$ cat src/rtl/term_stream_sequencer_if.sv
// Handshake bundle between the systolic array, the term stream sequencer and the
// downstream accumulator. The master modport is the sequencer side.
interface term_stream_sequencer_if #(
    parameter int unsigned NUM_COE_ARRAY      = 16,
    parameter int unsigned NUM_COMBINED_TERMS = 8
);
    localparam int unsigned LANE_W = $clog2(NUM_COE_ARRAY);

    logic                          systolic_valid;
    logic                          systolic_ready;
    logic [NUM_COE_ARRAY-1:0]      systolic_result;
    logic                          out_valid;
    logic                          out_ready;
    logic [LANE_W-1:0]             out_lane;
    logic [NUM_COMBINED_TERMS-1:0] out_word;
    logic                          out_last;

    modport master (
        input  systolic_valid, systolic_result, out_ready,
        output systolic_ready, out_valid, out_lane, out_word, out_last
    );

    modport slave (
        output systolic_valid, systolic_result, out_ready,
        input  systolic_ready, out_valid, out_lane, out_word, out_last
    );
endinterface

$ cat src/rtl/term_stream_sequencer.sv
// Frames bit-serial systolic term results into per-lane words (MSB first) and
// drains them one lane per accept over a shared valid/ready port.
module term_stream_sequencer #(
    parameter int unsigned NUM_COE_ARRAY      = 16,
    parameter int unsigned NUM_COMBINED_TERMS = 8
) (
    input  logic clk,
    input  logic reset,
    input  logic start,
    output logic busy,
    term_stream_sequencer_if.master bus
);
    localparam int unsigned LANE_W = $clog2(NUM_COE_ARRAY);
    localparam int unsigned TERM_W = $clog2(NUM_COMBINED_TERMS + 1);
    localparam int unsigned WORD_W = NUM_COMBINED_TERMS;

    typedef enum logic [1:0] {
        IDLE    = 2'd0,
        COLLECT = 2'd1,
        DRAIN   = 2'd2
    } state_e;

    state_e                                state_q, state_d;
    logic [NUM_COE_ARRAY-1:0][WORD_W-1:0]  lane_q, lane_d;
    logic [TERM_W-1:0]                     term_cnt_q, term_cnt_d;
    logic [LANE_W-1:0]                     lane_idx_q, lane_idx_d;

    logic                                  sys_ready_q, sys_ready_d;
    logic                                  out_valid_q, out_valid_d;
    logic [LANE_W-1:0]                     out_lane_q, out_lane_d;
    logic [WORD_W-1:0]                     out_word_q, out_word_d;
    logic                                  out_last_q, out_last_d;
    logic                                  busy_q, busy_d;

    logic beat;
    logic accept;

    assign beat   = bus.systolic_valid & sys_ready_q;
    assign accept = out_valid_q & bus.out_ready;

    // Next state, lane shift registers and next-cycle output values.
    always_comb begin
        state_d    = state_q;
        lane_d     = lane_q;
        term_cnt_d = term_cnt_q;
        lane_idx_d = lane_idx_q;

        unique case (state_q)
            IDLE: begin
                if (start) begin
                    lane_d     = '0;
                    term_cnt_d = '0;
                    lane_idx_d = '0;
                    state_d    = COLLECT;
                end
            end
            COLLECT: begin
                if (beat) begin
                    for (int unsigned i = 0; i < NUM_COE_ARRAY; i++) begin
                        lane_d[i] = {lane_q[i][WORD_W-2:0], bus.systolic_result[i]};
                    end
                    if (term_cnt_q >= TERM_W'(NUM_COMBINED_TERMS - 1)) begin
                        term_cnt_d = TERM_W'(NUM_COMBINED_TERMS);
                        lane_idx_d = '0;
                        state_d    = DRAIN;
                    end else begin
                        term_cnt_d = term_cnt_q + TERM_W'(1);
                    end
                end
            end
            DRAIN: begin
                if (accept) begin
                    if (lane_idx_q == LANE_W'(NUM_COE_ARRAY - 1)) begin
                        lane_idx_d = '0;
                        state_d    = IDLE;
                    end else begin
                        lane_idx_d = lane_idx_q + LANE_W'(1);
                    end
                end
            end
            default: state_d = IDLE;
        endcase

        // Outputs are registered, so they are derived from the next-state values.
        sys_ready_d = (state_d == COLLECT);
        out_valid_d = (state_d == DRAIN);
        busy_d      = (state_d != IDLE);
        out_lane_d  = '0;
        out_word_d  = '0;
        out_last_d  = 1'b0;
        if (state_d == DRAIN) begin
            out_lane_d = lane_idx_d;
            out_word_d = lane_d[lane_idx_d];
            out_last_d = (lane_idx_d == LANE_W'(NUM_COE_ARRAY - 1));
        end
    end

    always_ff @(posedge clk or negedge reset) begin
        if (!reset) begin
            state_q     <= IDLE;
            lane_q      <= '0;
            term_cnt_q  <= '0;
            lane_idx_q  <= '0;
            sys_ready_q <= 1'b0;
            out_valid_q <= 1'b0;
            out_lane_q  <= '0;
            out_word_q  <= '0;
            out_last_q  <= 1'b0;
            busy_q      <= 1'b0;
        end else begin
            state_q     <= state_d;
            lane_q      <= lane_d;
            term_cnt_q  <= term_cnt_d;
            lane_idx_q  <= lane_idx_d;
            sys_ready_q <= sys_ready_d;
            out_valid_q <= out_valid_d;
            out_lane_q  <= out_lane_d;
            out_word_q  <= out_word_d;
            out_last_q  <= out_last_d;
            busy_q      <= busy_d;
        end
    end

    assign bus.systolic_ready = sys_ready_q;
    assign bus.out_valid      = out_valid_q;
    assign bus.out_lane       = out_lane_q;
    assign bus.out_word       = out_word_q;
    assign bus.out_last       = out_last_q;
    assign busy               = busy_q;

endmodule

$ cat src/flat_wrapper.sv
// flat-port wrapper written by rule: the top's interface ports become plain ports
module term_stream_sequencer_flat 
#(
    parameter int unsigned NUM_COE_ARRAY      = 16,
    parameter int unsigned NUM_COMBINED_TERMS = 8
)
  (clk, reset, start, busy, bus_systolic_valid, bus_systolic_result, bus_out_ready, bus_systolic_ready, bus_out_valid, bus_out_lane, bus_out_word, bus_out_last);
  term_stream_sequencer_if #(.NUM_COE_ARRAY(NUM_COE_ARRAY), .NUM_COMBINED_TERMS(NUM_COMBINED_TERMS)) bus_i ();
  input  logic clk;
  input  logic reset;
  input  logic start;
  output logic busy;
  input wire logic [$bits(bus_i.systolic_valid)-1:0] bus_systolic_valid;
  input wire logic [$bits(bus_i.systolic_result)-1:0] bus_systolic_result;
  input wire logic [$bits(bus_i.out_ready)-1:0] bus_out_ready;
  output wire logic [$bits(bus_i.systolic_ready)-1:0] bus_systolic_ready;
  output wire logic [$bits(bus_i.out_valid)-1:0] bus_out_valid;
  output wire logic [$bits(bus_i.out_lane)-1:0] bus_out_lane;
  output wire logic [$bits(bus_i.out_word)-1:0] bus_out_word;
  output wire logic [$bits(bus_i.out_last)-1:0] bus_out_last;
  assign bus_i.systolic_valid = bus_systolic_valid;
  assign bus_i.systolic_result = bus_systolic_result;
  assign bus_i.out_ready = bus_out_ready;
  assign bus_systolic_ready = bus_i.systolic_ready;
  assign bus_out_valid = bus_i.out_valid;
  assign bus_out_lane = bus_i.out_lane;
  assign bus_out_word = bus_i.out_word;
  assign bus_out_last = bus_i.out_last;
  term_stream_sequencer #(.NUM_COE_ARRAY(NUM_COE_ARRAY), .NUM_COMBINED_TERMS(NUM_COMBINED_TERMS)) u_core (.clk(clk), .reset(reset), .start(start), .busy(busy), .bus(bus_i));
endmodule
$ cat config.mk
export PLATFORM = sky130hd
export DESIGN_NAME = term_stream_sequencer_flat
export DESIGN_NICKNAME = d
export VERILOG_FILES = /design/src/rtl/term_stream_sequencer_if.sv /design/src/rtl/term_stream_sequencer.sv /design/src/flat_wrapper.sv
export SDC_FILE = /design/constraint.sdc
export NUM_CORES = 1
export LEC_CHECK = 0
export CAP_MARGIN = 5
export CORE_ASPECT_RATIO = 1.4
export CORE_MARGIN = 2
export CORE_UTILIZATION = 35
export DETAILED_ROUTE_END_ITERATION = 7
export PLACE_DENSITY = 0.5
export SYNTH_ARGS = -nofsm -noshare
export SYNTH_HDL_FRONTEND = slang
export SYNTH_SLANG_ARGS = --single-unit
export TNS_END_PERCENT = 5
$ cat constraint.sdc
create_clock -name clk -period 5.4 [get_ports clk]
set_input_delay 1.08 -clock clk [delete_from_list [all_inputs] [get_ports clk]]
set_output_delay 1.08 -clock clk [all_outputs]
set_load 0.05 [all_outputs]
# ---- Yosys cells after proc, flatten, opt, wreduce, memory -nomap -nowiden
# Cells that the tools add are included.
dict set report word_totals {
  latch_bits 0
  in_bits 21
  output_inout_bits 16
  word_cells 67
  register_bits 154
  mem_bits_ro 0
  memories 0
  mem_bits_rw 0
}
dict set report op_classes {
  multipliers 0
  n_bitwise 2
  muxes 24
  n_shift 0
  eq_ne 8
  add_sub_neg 2
  n_div 0
  n_reduce_logical 4
  n_lt_le_gt_ge 2
}
# operator count
set op_table {}
lappend op_table {{two-way mux 128 bit} 2}
lappend op_table {{case mux 128 bit (2 select lines)} 1}
lappend op_table {{two-way mux 4 bit} 9}
lappend op_table {{binary-select mux 8 bit (select 4 bit)} 1}
lappend op_table {{two-way mux 8 bit} 2}
lappend op_table {{case mux 4 bit (3 select lines)} 1}
lappend op_table {{two-way mux 2 bit} 5}
lappend op_table {{adder 4 x 1 -> 4 bit, second input constant} 2}
lappend op_table {{== test 4 bit, second input constant} 2}
lappend op_table {{case mux 4 bit (2 select lines)} 1}
lappend op_table {{case mux 2 bit (3 select lines)} 1}
lappend op_table {{< comparator 4 x 5 -> 1 bit, second input constant} 1}
lappend op_table {{== test 2 x 1 -> 1 bit, second input constant} 2}
lappend op_table {{== test 2 bit, second input constant} 2}
lappend op_table {{>= comparator 4 x 3 -> 1 bit, second input constant} 1}
lappend op_table {{nonzero test 2 bit} 2}
lappend op_table {{AND reduction 3 bit} 1}
lappend op_table {{bitwise AND 1 bit} 2}
lappend op_table {{zero test 2 bit} 1}
lappend op_table {{inequality test 2 x 1 -> 1 bit, second input constant} 1}
lappend op_table {{inequality test 2 bit, second input constant} 1}
lappend op_table {{two-way mux 1 bit} 1}

# ---- Depth between registers and ports, before layout
dict set report depth {
  depth_word 7
  mapped_depth 11
  ltp_nobuf 8
}

# ---- Worst setup path before layout
# OpenSTA, ideal clock, no wires.
dict set report synth_path {
  path_type {input-to-reg}
  startpoint {input start}
  endpoint {register u_core.out_word_q[7] (netlist: u_core.bus.out_word[7])}
  required_time_ns 5.267
  path_slack_ns 2.739
  cell_stages 9
  arrival_ns 2.527
  setup_time_ns 0.133
  n_path_buf 3
  cell_sequence {or3b_4 > and2_4 > buf_6 > buf_6 > buf_6 > a222oi_1 > a211oi_1 > o211ai_1 > nand4_1}
}
dict set report synth_via {
  elab_chain_cells 5
  elab_cells_between_ends 10
  classes_between {eq/ne: 1; mux: 9}
}
# element line_no
set synth_lines {}
lappend synth_lines {{start: declaration} flat_wrapper.sv:11} ;# input logic start;
lappend synth_lines {{two-way mux 4 bit / two-way mux 128 bit (equally long branches)} term_stream_sequencer.sv:50} ;# if (start) begin
lappend synth_lines {{case mux 4 bit (3 select lines) / case mux 128 bit (2 select lines) (equally long branches)} term_stream_sequencer.sv:48} ;# unique case (state_q)
lappend synth_lines {{binary-select mux 8 bit (select 4 bit)} term_stream_sequencer.sv:93} ;# out_word_d = lane_d[lane_idx_d];
lappend synth_lines {{two-way mux 8 bit (not written as such)} term_stream_sequencer.sv:93}
lappend synth_lines {{two-way mux 8 bit *} term_stream_sequencer.sv:91} ;# if (state_d == DRAIN) begin
lappend synth_lines {{named net u_core.out_word_d[7]} term_stream_sequencer.sv:31} ;# logic [WORD_W-1:0] out_word_q, out_word_d;
lappend synth_lines {{end signal: assignment} term_stream_sequencer.sv:118} ;# out_word_q <= out_word_d;
lappend synth_lines {{end: declaration} term_stream_sequencer.sv:31}
# The timed path passes the listed nets; every way through them passes the cells marked *. The select of a mux whose other input is x is not followed.
# A chain may end at the register's enable or synchronous reset.

# ---- Final worst setup path
dict set report layout_path {
  startpoint {input start}
  endpoint {register u_core.out_word_q[6] (netlist: u_core.bus.out_word[6])}
}
# The elaborated chain is that of the path after synthesis.

==> run metrics <==
status finished, violations left; failing checks design-rule violations; DP HPWL 11000 µm; crit start category input pin; Fin. Hold Viols 0; DRT iter0 DRCs 867; Slowest Stage Delay on Critical Path 0.61 ns; FILL cells 1981; RSZ-0062 raised after global routing no; drt via density 6.31; Slew Limit Headroom 0.490; Finished Cell Area 0.00840 mm²; TritonCTS clock tree built; Mapped Area 0.00739 mm²; clock sinks 154; synth top area cells dfrtp_1, a22o_1, a222oi_1, a22oi_1, a211oi_1; top cell type's share of synthesized area 0.522; worst-path cell chain clkdlybuf4s50_1 > or3b_4 > and2_4 > buf_12 > a22oi_1 > a211o_1 > o211a_1 > nor4_2; Multi-input gate area 0.00291 mm²; Yosys Warn Count 0; Worst setup EP type flop; dpl cells 877; antenna violations before repair 0; DRC viols 1; setup violators final 0; syn nets 671; WL/cell 20.8 µm; Max Slew Vio Count 0; EDFF count, synth 0; CTS Root Cell clkbuf_16; first-pass GRT wire length 30800 µm; Final Net Count 663; Fmax achieved 0.288 GHz; cts hold-fix bufs 0; Synth cell types 51; final non-filler cell total 909; Initial Util 0.358; Clock Pin Slew Worst Setup and Hold Paths 0.06 ns; iteration count of the initial detailed-routing pass 8; critical path type input pin to flop; TritonCTS Buffers 17; syn_area_per_cell 11.4 µm²; pin count of the biggest net entering global routing 120; period utilization 0.643; deepest clock path buffer count 2; Leak 4.03 nW; Required @ worst endpoint 5.72 ns; crit path DAT 3.80 ns; H-tree Lvls 4; total gr overflow 0; area grow syn2layout 13.7%; Main synth FF type dfrtp_1; Post-Synthesis Cells 648; Synth area leader dfrtp_1; slew at the pin with the worst max-slew slack 0.765 ns; final wirelength 18900 µm; asr flop ratio synth 1.00; detailed-route via count 5732; GP Congestion 0.767; VDD IR-drop max 215 µV; Hold Path Class flop to flop; clk_skew 0.00936 ns; Diodes inserted 0; site row count 62; full die area 0.0223 mm²; I/O pin count 37; Final Power 4.35 mW; total track usage 0.173; min Tclk post-route 3.47 ns; share of cells above drive strength 1 0.0888; setup_tns 0 ns; die width 127 µm; number of instances resized during post-cts repair 0; Seq/Total Area, Yosys 0.522; pwr dens 518 mW/mm²; core box area 0.0206 mm²; placed cell areas 0.00778 mm²; # Post-CTS Setup Buffers 0; storage element area 0.00385 mm²; DRT antenna net count 0; Synth Register Bits 154; number of global-route vias before repair 5680; slowest stage cell, crit path and2_4; CP max FO 119; I/O Buffers 36; worst skew pair latency 0.42 ns; DIE HEIGHT 176 µm; Max Cap Viol 0
==> per-stage QoR <==
step | worst slack, ns | hold slack [ns] | utilization
after floorplan | 2.74 | 0.451 | -
after global placement | 1.53 | 0.470 | 0.377
after detailed placement | 1.48 | 0.474 | 0.377
after CTS | 1.93 | 0.490 | 0.407
after global routing | 1.80 | 0.513 | 0.407
final | 1.93 | 0.487 | 0.407
==> critical path: cells and delay by family <==
kind	cells	cell delay (ns)
AO/OA/AOI/OAI	3	0.62
buffers and inverters	2	0.90
AND/OR/NAND/NOR	3	1.11
==> cells in the final DEF, fill, tap and decap left out, types with 3 or more instances in the layout <==
cell type        netlist  layout
nand4_1                9       9
o21ai_0                7       7
nand3_1                7       7
clkinv_2               0       3
a222oi_1              59      59
clkinv_4               0       5
buf_4                  2       7
and2_1                 4       3
o211a_1                4       4
inv_2                  3       3
o21ai_1                3       3
mux2i_1                3       3
clkbuf_16              0      17
dfrtp_1              154     154
clkdlybuf4s50_1        0      35
a21oi_1                5       5
bufinv_16              0       3
nand2_1               11      11
a22o_1                70      70
a22oi_1               59      59
o211ai_1               8       8
a211o_1                3       3
o21bai_1              15      15
a211oi_1              55      55
nor2_1                 6       6
inv_1                 60      60
==> kinds of logic (layout without fill, tap and decap cells) <==
logic type / Yosys count / in the layout / share of synthesized area
buffers and inverters: 136 / 141 / 0.0854
muxes: 5 / 5 / 0.00711
DFF: 154 / 154 / 0.522
and+or+nand+nor: 54 / 54 / 0.0474
adders and majority gates: 2 / 2 / 0.00339
AOI/OAI and AO/OA: 296 / 296 / 0.334
xor gates and xnor gates: 1 / 1 / 0.00119
==> Yosys cell counts (2+ instances only) <==
library cell  number
nor3_1             2
and2_1             4
mux2i_1            3
nand4b_4           2
inv_2              3
dfrtp_1          154
buf_1              4
nand4b_1           2
a222oi_1          59
ha_1               2
buf_6             10
nor2_1             6
a22o_1            70
a22oi_1           59
a211o_1            3
buf_4              2
o211a_1            4
nand3_1            7
nor2b_1            2
clkbuf_1          26
buf_2             30
a211oi_1          55
nand4_1            9
inv_1             60
nand2_1           11
o21ai_0            7
a21oi_1            5
o21bai_1          15
o211ai_1           8
o21ai_1            3
==> report_power, final <==
group	internal (mW)	total [mW]	switching (mW)
clock network	0.756	1.25	0.496
logic	0.480	1.18	0.705
registers	1.57	1.91	0.339
total	2.81	4.35	1.54
==> worst paths after layout <==
check / start / slack (ns) / endpoint / depth (start not counted)
worst min register to register: u_core.lane_q[23] / 0.49 / u_core.lane_q[23] / 2
min in group asynchronous: reset / 0.70 / u_core.lane_q[16] / 1
worst min-delay path: u_core.lane_q[23] / 0.49 / u_core.lane_q[23] / 2
worst max-delay path: start / 1.93 / u_core.bus.out_word[6] / 8
worst max register to register: u_core.state_q[1] / 2.52 / u_core.bus.out_word[6] / 7
max in group asynchronous: reset / 3.64 / u_core.lane_q[37] / 2
==> final cells by class <==
type | instances | share of cell area
Sequential cell | 154 | 0.459
Multi-Input combinational cell | 358 | 0.346
Timing Repair Buffer | 45 | 0.0541
Clock buffer | 19 | 0.0539
Tap cell | 256 | 0.0382
Inverter | 64 | 0.0286
Clock inverter | 13 | 0.0198
==> metal layers <==
| metal | share of wire | global-route usage | up-vias |
|---|---|---|---|
| met5 | 0 | 0 | - |
| met4 | 0.024 | 0.0701 | 0 |
| met3 | 0.041 | 0.0311 | 26 |
| met2 | 0.49 | 0.273 | 172 |
| met1 | 0.44 | 0.237 | 2965 |
| li1 | - | - | 2569 |
==> sequential cells by signal (all words and copies together) (netlist names) <==
| register | flops |
|---|---|
| u_core.bus.out_last | 1 |
| u_core.state_q | 2 |
| u_core.bus.systolic_ready | 1 |
| u_core.bus.out_word | 8 |
| u_core.term_cnt_q | 4 |
| u_core.lane_q | 128 |
| u_core.bus.out_lane | 4 |
| u_core.bus.out_valid | 1 |
| u_core.lane_idx_q | 4 |
| u_core.busy | 1 |
Power figures use the tool's default switching activity.
